===== config.mk =====
export PLATFORM = sky130hd
export DESIGN_NAME = hdb3_plug_b_polar
export DESIGN_NICKNAME = d
export VERILOG_FILES = /design/src/rtl/hdb3_plug_b_polar.sv
export SDC_FILE = /design/constraint.sdc
export NUM_CORES = 1
export LEC_CHECK = 0
export ABC_AREA = 0
export ABC_CLOCK_PERIOD_IN_PS = 2600
export CORE_UTILIZATION = 59
export CTS_BUF_LIST = sky130_fd_sc_hd__clkbuf_8
export CTS_CLUSTER_DIAMETER = 40
export CTS_CLUSTER_SIZE = 20
export DETAILED_ROUTE_END_ITERATION = 10
export GPL_ROUTABILITY_DRIVEN = 1
export PLACE_DENSITY = 0.85
export REMOVE_ABC_BUFFERS = 1
export SLEW_MARGIN = 20
export SYNTH_ARGS = -nofsm -noshare
export SYNTH_HDL_FRONTEND = slang
export SYNTH_SLANG_ARGS = --single-unit

===== constraint.sdc =====
create_clock -name clk -period 2.6 [get_ports clk]
set_input_delay 0.78 -clock clk [delete_from_list [all_inputs] [get_ports clk]]
set_output_delay 0.78 -clock clk [all_outputs]
set_load 0.01 [all_outputs]

===== src/rtl/hdb3_plug_b_polar.sv =====
// HDB3 encoder back end: 4-deep look-behind buffer with retroactive B insertion,
// followed by alternate-mark polarity scheduling onto bipolar rails.
module hdb3_plug_b_polar #(
    parameter logic INIT_POL = 1'b0
) (
    input  logic       clk,
    input  logic       rst,
    input  logic       in_en,
    input  logic [1:0] data_plug_v,
    output logic [1:0] sym_out,
    output logic       data_p,
    output logic       data_n,
    output logic       out_valid,
    output logic       err
);

    localparam logic [1:0] SYM_ZERO   = 2'b00;
    localparam logic [1:0] SYM_MARK   = 2'b01;
    localparam logic [1:0] SYM_B      = 2'b10;
    localparam logic [1:0] SYM_V      = 2'b11;
    localparam logic [1:0] IN_ILLEGAL = 2'b10;
    localparam logic [2:0] FILL_FULL  = 3'd4;

    logic [3:0][1:0] sr_p0;
    logic            parity_odd;
    logic            last_pol;
    logic [2:0]      fill;

    logic [1:0] in_sym_p0;
    logic [1:0] leave_sym_p3;
    logic       illegal;
    logic       is_v;
    logic       b_ins;
    logic       grp_bad;
    logic       pulse_on;
    logic       pulse_pol;

    // Stage p0: input decode and B / V-group decisions against the buffer
    always_comb begin
        illegal      = (data_plug_v == IN_ILLEGAL);
        in_sym_p0    = illegal ? SYM_ZERO : data_plug_v;
        is_v         = (in_sym_p0 == SYM_V);
        // An even mark count since the last V means the new V would break
        // alternation, so the oldest zero of the group is turned into a B.
        b_ins        = is_v & ~parity_odd;
        grp_bad      = is_v & ((sr_p0[0] != SYM_ZERO) | (sr_p0[1] != SYM_ZERO) |
                               (sr_p0[2] != SYM_ZERO));
        leave_sym_p3 = sr_p0[3];
        pulse_on     = (leave_sym_p3 != SYM_ZERO);
        // V repeats the previous pulse polarity; marks and B alternate it.
        pulse_pol    = (leave_sym_p3 == SYM_V) ? last_pol : ~last_pol;
    end

    // Stage p0->p3: look-behind buffer, parity and fill tracking
    always_ff @(posedge clk or posedge rst) begin
        if (rst) begin
            sr_p0      <= '0;
            parity_odd <= 1'b0;
            fill       <= 3'd0;
            err        <= 1'b0;
        end else if (in_en) begin
            sr_p0[0] <= in_sym_p0;
            sr_p0[1] <= sr_p0[0];
            sr_p0[2] <= sr_p0[1];
            sr_p0[3] <= b_ins ? SYM_B : sr_p0[2];
            if (is_v)
                parity_odd <= 1'b0;
            else if (in_sym_p0 == SYM_MARK)
                parity_odd <= ~parity_odd;
            if (fill != FILL_FULL)
                fill <= fill + 3'd1;
            if (illegal | grp_bad)
                err <= 1'b1;
        end
    end

    // Stage p3->out: polarity scheduling of the symbol leaving the buffer
    always_ff @(posedge clk or posedge rst) begin
        if (rst) begin
            sym_out   <= SYM_ZERO;
            data_p    <= 1'b0;
            data_n    <= 1'b0;
            out_valid <= 1'b0;
            last_pol  <= INIT_POL;
        end else begin
            out_valid <= in_en & (fill == FILL_FULL);
            if (in_en) begin
                sym_out <= leave_sym_p3;
                data_p  <= pulse_on & pulse_pol;
                data_n  <= pulse_on & ~pulse_pol;
                if (pulse_on)
                    last_pol <= pulse_pol;
            end
        end
    end

endmodule


# Yosys cells after proc, flatten, opt, wreduce, memory -nomap -nowiden

Cells that the tools add are included.

Bitwise operators: 11
$add $sub $neg: 1
Mux-type cells: 5
Equality and inequality tests: 6
Reductions and logical operators: 9

Operators by type and width:

| operator                                                        | number |
|---|---|
| 2-bit nonzero test                                              | 5 |
| 2-bit AND reduction                                             | 4 |
| 2-bit == test, second input constant                            | 3 |
| 1-bit bitwise AND                                               | 5 |
| 2-bit two-way mux                                               | 2 |
| 3-bit by 1-bit adder with 3-bit output, second input constant   | 1 |
| 3-bit == test, second input constant                            | 1 |
| 1-bit two-way mux                                               | 3 |
| 3-bit != test, second input constant                            | 1 |
| 1-bit NOT                                                       | 3 |
| 1-bit bitwise OR                                                | 3 |
| 2-bit by 1-bit == test with 1-bit output, second input constant | 1 |

Word-level logic and storage cells: 44
Output and inout port bits: 6
Register bits: 19
Input bits: 5

# Logic depth before layout (Yosys ltp)

Gate-level depths: netlist (run 1).

Depth after elaboration: 6
Depth in mapped cells: 5
Mapped depth without buffers: 5

# Least setup slack after synthesis (run 1)

OpenSTA, ideal clock, no wires.

Path type: input to register
Start: in in_en
End: reg sr_p0[2] (netlist bit)
Data required time: 2475 ps
Path slack: 1088 ps
Buffers on the path: 2
Library setup time: 125 ps
Stages on the path: 3
Arrival time: 1387 ps
Path through: clkbuf_2 -> buf_4 -> mux2_2

RTL lines:

| what            | RTL line | source |
|---|---|---|
| start, declared | 8        | `input logic in_en,` |
| end, declared   | 24       | `logic [3:0][1:0] sr_p0;` |

No word-level cell between the ends.

# Final worst setup path (run 1)

Start: reg sym_out[0]
End: out sym_out[0]

RTL lines:

| what                   | RTL line | source |
|---|---|---|
| start, declared        | 10       | `output logic [1:0] sym_out,` |
| start signal, assigned | 88       | `sym_out <= leave_sym_p3;` |

No word-level cell between the ends.

==> flow_metrics.tcl, run 1 <==
set metrics [dict create \
    status "completed" \
    sequentialPowerShare 0.497 \
    syn_area_um2 820 \
    required_ns 1.82 \
    regToRegEndpoint "err" \
    firstDrtPassIters 6 \
    post_cts_buffers 0 \
    root_buffer "clkbuf_8" \
    syn-instance-count 72 \
    ir_drop_v 0.000485 \
    setup_tns_ns 0 \
    rsz0062_at_grt "no" \
    final_area_um2 973 \
    clkPwrFrac 0.229 \
    port_buffers 10 \
    grt_max_degree 25 \
    switching_share 0.299 \
    antenna_cells 0 \
    synth-seq-area-share 0.580 \
    yosys_most_used_dff "dfrtp_1" \
    cts_tree "built" \
    relSlewSlack 0.532 \
    ctsHoldBuffers 0 \
    yosysWarningCount 0 \
    initial_core_util 0.630 \
    synth-edff-count 0 \
    synth_top_area_frac 0.580 \
    crit_path_top_delay_cell "clkdlybuf4s50_1" \
    critical_path_buf_inv_count 1 \
    min_from "err" \
    gp_congestion 0.655 \
    cts.sinks 19 \
    reg2reg_depth 3 \
    grt_antenna_before_repair 0 \
    synth.distinct_cells 25 \
    regToRegStartpoint "sr_p0[4]" \
    cp_data_arrival_time_ns 1.13 \
    finalWorstSetupSlack_ns 0.686 \
    total_power_uw 858 \
    pre_cts_ws_ns 0.610 \
    wirelength_um 1250 \
    vias_per_cell 5.40 \
    ys_async_sr_fraction 1.00 \
    synthTopCellsByCount "dfrtp_1 (19), inv_1 (6), mux2_2 (6), nand2_1 (6), nor2_1 (4)" \
    fillers 85 \
    ys_seq_elements 19 \
    hold_path.class "flip-flop to flip-flop" \
    finalSetupViolations 0 \
    place_area_um2 928 \
    slew_viol_final 0 \
    coreArea_um2 1300 \
    grt_pass1_vias 481 \
    die_h_um 39.3 \
    row_count 13 \
    holdPathEnd "err" \
    fin_crit_sh 0.736 \
    yosys.area.top_type "dfrtp_1" \
    reg2reg_setup_slack_ns 1.47 \
    synth.most_common_cell "dfrtp_1" \
    crit_path_max_fanout 2 \
    hold_viol 0 \
    cts-resized-gates 0 \
    postRouteAntennaNets 0 \
    dp_hpwl_um 837 \
    grt_pass1_wl_um 2010 \
    drc 0 \
    grt_usage 0.202 \
    period_minus_slack_ns 1.91 \
    power_density_nw_per_um2 881 \
    crit_type "flip-flop to output pin" \
    critPathLaunchType "flip-flop" \
    area_delta_synth_final_pct 18.8 \
    cp_top_family "buffers and inverters" \
    cts_max_level 1 \
    num_vias 535 \
    synthTopCellsByArea "dfrtp_1 (58%), mux2_2 (8.2%), ha_1 (3.1%)" \
    layout-drive-gt1-share 0.143 \
    end_kind "output pin" \
    maxCapViolCount 0 \
    comb_power_share 0.274 \
    ios 11 \
    crit_path_cell_trace "clkdlybuf4s50_1" \
    route.detailed.wl_per_inst_um 12.6 \
    clkLatencyLatePin_ns 0.25 \
    holdPathStages 1 \
    worstMarginPinSlew_ns 0.701 \
    slowest_delay_ns 0.53 \
    clockBufferDepth 2 \
    fmax_ghz 0.523 \
    fin_nets 92 \
    die_x_um 39.3 \
    dieArea_um2 1540 \
    switchingPower_uw 257 \
    drtIter0Drc 10 \
    avgSynthCellArea_um2 11.4 \
    cts_inserted_buffers 3 \
    gr-total-overflow 0 \
    cts.clk_slew.worst_paths_ns 0.07 \
    finClkSkew_ns 0.00327 \
    p_leak_nw 0.448 \
    intPower_uw 601 \
]
## layout make-up
class | count | area (um2) | area share
sequential | 19 | 475 | 0.488
multi-input combinational | 44 | 304 | 0.312
timing repair buffer | 11 | 108 | 0.111
clock buffer | 3 | 41.3 | 0.0424
inverter | 6 | 22.5 | 0.0231
tap | 15 | 18.8 | 0.0193
clock inverter | 1 | 3.75 | 0.00386
## routing by layer
metal / global-route usage / share of wire / wire [um] / vias to the layer above
met5: 0 / 0 / 0 / -
met4: 0.129 / 0.0096 / 12 / 0
met3: 0.0341 / 0.040 / 50 / 2
met2: 0.308 / 0.46 / 569 / 10
met1: 0.264 / 0.49 / 613 / 255
li1: - / - / - / 268
## per-stage QoR
step,utilization,hold WS [ns],std cells
global placement,0.713,0.462,95
detailed placement,0.713,0.454,95
floorplan,-,0.466,69
global route,0.748,0.513,99
CTS,0.748,0.479,99
finish,0.748,0.476,99
## worst max path at each step
stage	cells past startpoint	endpoint	slack (ns)	startpoint
2_1_floorplan	3	err	1.20	data_plug_v[0]
3_3_place_gp	3	sr_p0[2]	0.63	in_en
3_5_place_dp	4	err	0.61	data_plug_v[0]
4_1_cts	1	sym_out[0]	0.68	sym_out[0]
5_1_grt	1	sym_out[1]	0.64	sym_out[1]
6_report	1	sym_out[0]	0.69	sym_out[0]
## cells in the final DEF, fill, tap and decap left out, drive strengths merged, types with 3 or more instances in the layout
cell type	n
a31oi	3
clkbuf	3
clkdlybuf4s50	10
dfrtp	19
inv	7
mux2	6
nand2	6
nand3	3
nor2	4
o21ai	3
## power groups by stage
stage	sequential (mW)	combinational, mW	clock (mW)
after floorplan	0.430	0.145	0
after global placement	0.428	0.222	0
after detailed placement	0.432	0.232	0
after CTS	0.427	0.236	0.200
after global routing	0.436	0.259	0.211
final	0.426	0.235	0.196
## flip-flops by register name, summed over array words and instances (netlist names)
name / flops
sr_p0: 6
fill: 3
leave_sym_p3: 2
sym_out: 2
data_n: 1
data_p: 1
err: 1
last_pol: 1
out_valid: 1
parity_odd: 1
## cells by family after synthesis
family | share of synthesized area
xor+xnor | 0.0428
mux | 0.0824
buf+inv | 0.0488
fa+ha+maj | 0.0305
simple gates | 0.121
compound gates | 0.0947
flops | 0.580
(Power assumes the default switching activity.)
==> run 2, diff against run 1 <==
--- a/config.mk
+++ b/config.mk
@@ -6,14 +6,14 @@
 export NUM_CORES = 1
 export LEC_CHECK = 0
 export ABC_AREA = 0
-export ABC_CLOCK_PERIOD_IN_PS = 2600
-export CORE_UTILIZATION = 59
+export ABC_CLOCK_PERIOD_IN_PS = 1700
+export CORE_UTILIZATION = 49
 export CTS_BUF_LIST = sky130_fd_sc_hd__clkbuf_8
 export CTS_CLUSTER_DIAMETER = 40
 export CTS_CLUSTER_SIZE = 20
 export DETAILED_ROUTE_END_ITERATION = 10
 export GPL_ROUTABILITY_DRIVEN = 1
-export PLACE_DENSITY = 0.85
+export PLACE_DENSITY = 0.75
 export REMOVE_ABC_BUFFERS = 1
 export SLEW_MARGIN = 20
 export SYNTH_ARGS = -nofsm -noshare
==> constraint.sdc (replaced) <==
create_clock -name clk -period 1.7 [get_ports clk]
set_input_delay 0.51 -clock clk [delete_from_list [all_inputs] [get_ports clk]]
set_output_delay 0.51 -clock clk [all_outputs]
set_load 0.01 [all_outputs]
==> run 2 against run 1 <==
  * Sequential power grew 53%
  * Sequential share of layout area decreased by 1.5 points
  * Die area grew 19%
  * First-iteration DRC count is 40% lower
  * Global-route usage decreased by 3.3 points
  * Critical endpoint unchanged
  * Highest routed layer unchanged
==> flow_metrics.tcl, run 2 (same netlist as run 1, synthesis figures left out) <==
set metrics [dict create \
    status "completed" \
    cp_data_arrival_time_ns 1.13 \
    fin_crit_sh 0.967 \
    initial_core_util 0.532 \
    top_register "sr_p0" \
    firstDrtPassIters 4 \
    fin_nets 94 \
    drc 0 \
    end_kind "output pin" \
    grt_pass1_wl_um 2220 \
    most-common-layout-cells "dfrtp_1 (19), clkdlybuf4s50_1 (10), nand2_1 (6), inv_1 (6), mux2_2 (6)" \
    slowest_delay_ns 0.53 \
    clkLatencyLatePin_ns 0.25 \
    regToRegEndpoint "err" \
    reg2reg_setup_slack_ns 0.51 \
    holdPathStages 1 \
    regToRegStartpoint "sr_p0[4]" \
    cts_tree "built" \
    cts-resized-gates 0 \
    slew_viol_final 0 \
    gp_congestion 0.687 \
    crit_path_cell_trace "clkdlybuf4s50_1" \
    die_h_um 42.9 \
    row_count 14 \
    min_from "err" \
    worst-path-stages 1 \
    ios 11 \
    cts_inserted_buffers 3 \
    power_density_nw_per_um2 1320 \
    final_area_um2 1000 \
    critPathLaunchType "flip-flop" \
    num_vias 530 \
    drtIter0Drc 6 \
    area_delta_synth_final_pct 22.4 \
    layout_commonest_cell "dfrtp_1" \
    cts_max_level 1 \
    die_x_um 42.9 \
    clockBufferDepth 2 \
    critical_path_buf_inv_count 1 \
    finClkSkew_ns 0.00811 \
    finalSetupViolations 0 \
    crit_type "flip-flop to output pin" \
    relSlewSlack 0.803 \
    crit_path_top_delay_cell "clkdlybuf4s50_1" \
    p_leak_nw 0.461 \
    required_ns 1.19 \
    ir_drop_v 0.000779 \
    coreArea_um2 1540 \
    fmax_ghz 0.608 \
    grt_usage 0.169 \
    cp_top_family "buffers and inverters" \
    grt_pass1_vias 505 \
    period_minus_slack_ns 1.64 \
    antenna_cells 0 \
    post-place-cells 98 \
    cts.sinks 19 \
    grt_antenna_before_repair 0 \
    dp_hpwl_um 846 \
    total_power_mw 1.32 \
    grt_max_degree 25 \
    worstMarginPinSlew_ns 0.292 \
    dieArea_um2 1840 \
    wirelength_um 1200 \
    layout-drive-gt1-share 0.174 \
    fin_cells 102 \
    hold_viol 0 \
    vias_per_cell 5.20 \
    setup.worst_path.start "sym_out[0]" \
    reg2reg_depth 3 \
    rsz0062_at_grt "no" \
    postRouteAntennaNets 0 \
    maxCapViolCount 0 \
    post_cts_buffers 0 \
    hold_path.class "flip-flop to flip-flop" \
    crit_path_max_fanout 2 \
    largest_reg_flops 6 \
    ctsHoldBuffers 0 \
    route.detailed.wl_per_inst_um 11.8 \
    port_buffers 10 \
    gr-total-overflow 0 \
    root_buffer "clkbuf_8" \
    cts.clk_slew.worst_paths_ns 0.07 \
    crit_path_end "sym_out[0]" \
    place_area_um2 957 \
    largestRegisters "sr_p0 x6, fill x3" \
]
## run 2: cell count changes in the layout (fill, tap and decap cells not counted)
| cell | delta |
|---|---|
| clkinv_2 | +1 |
| buf_12 | +1 |
| buf_4 | +1 |
| inv_1 | -1 |
## run 2: routing by layer
metal  routed length, um  part of all wire  track usage
met1                 558              0.46        0.209
met3                  54             0.045       0.0426
met5                   0                 0            0
met2                 552              0.46        0.258
met4                  38             0.032        0.113
## run 2: how the worst min path moves through the flow
stage                 end  slack (ns)
2_1_floorplan      data_n        0.46
3_3_place_gp          err        0.46
3_5_place_dp          err        0.46
4_1_cts               err        0.48
5_1_grt        parity_odd        0.50
6_report              err        0.48
## run 2: per-stage QoR
stage | TNS [ns] | setup WS, ns | utilization | hold slack [ns]
final | 0 | 0.0563 | 0.651 | 0.476
after global routing | 0 | 0.00853 | 0.651 | 0.503
after CTS | 0 | 0.0439 | 0.651 | 0.479
after detailed placement | -0.0367 | -0.0367 | 0.621 | 0.459
after global placement | -0.00514 | -0.00514 | 0.621 | 0.460
after floorplan | 0 | 0.574 | - | 0.461
## run 2: layout make-up
class / count / area, um2
Fill cell: 123 / 538
Sequential cell: 19 / 475
Clock buffer: 3 / 41.3
Tap cell: 16 / 20.0
Inverter: 6 / 22.5
Clock inverter: 1 / 5.00
Multi-Input combinational cell: 44 / 304
Timing Repair Buffer: 13 / 135
## run 2: power by group
group / total, mW / internal [mW] / switching (mW) / leakage (nW)
Clock: 0.305 / 0.163 / 0.142 / 0.0255
Combinational: 0.364 / 0.202 / 0.162 / 0.207
Sequential: 0.653 / 0.564 / 0.0891 / 0.229
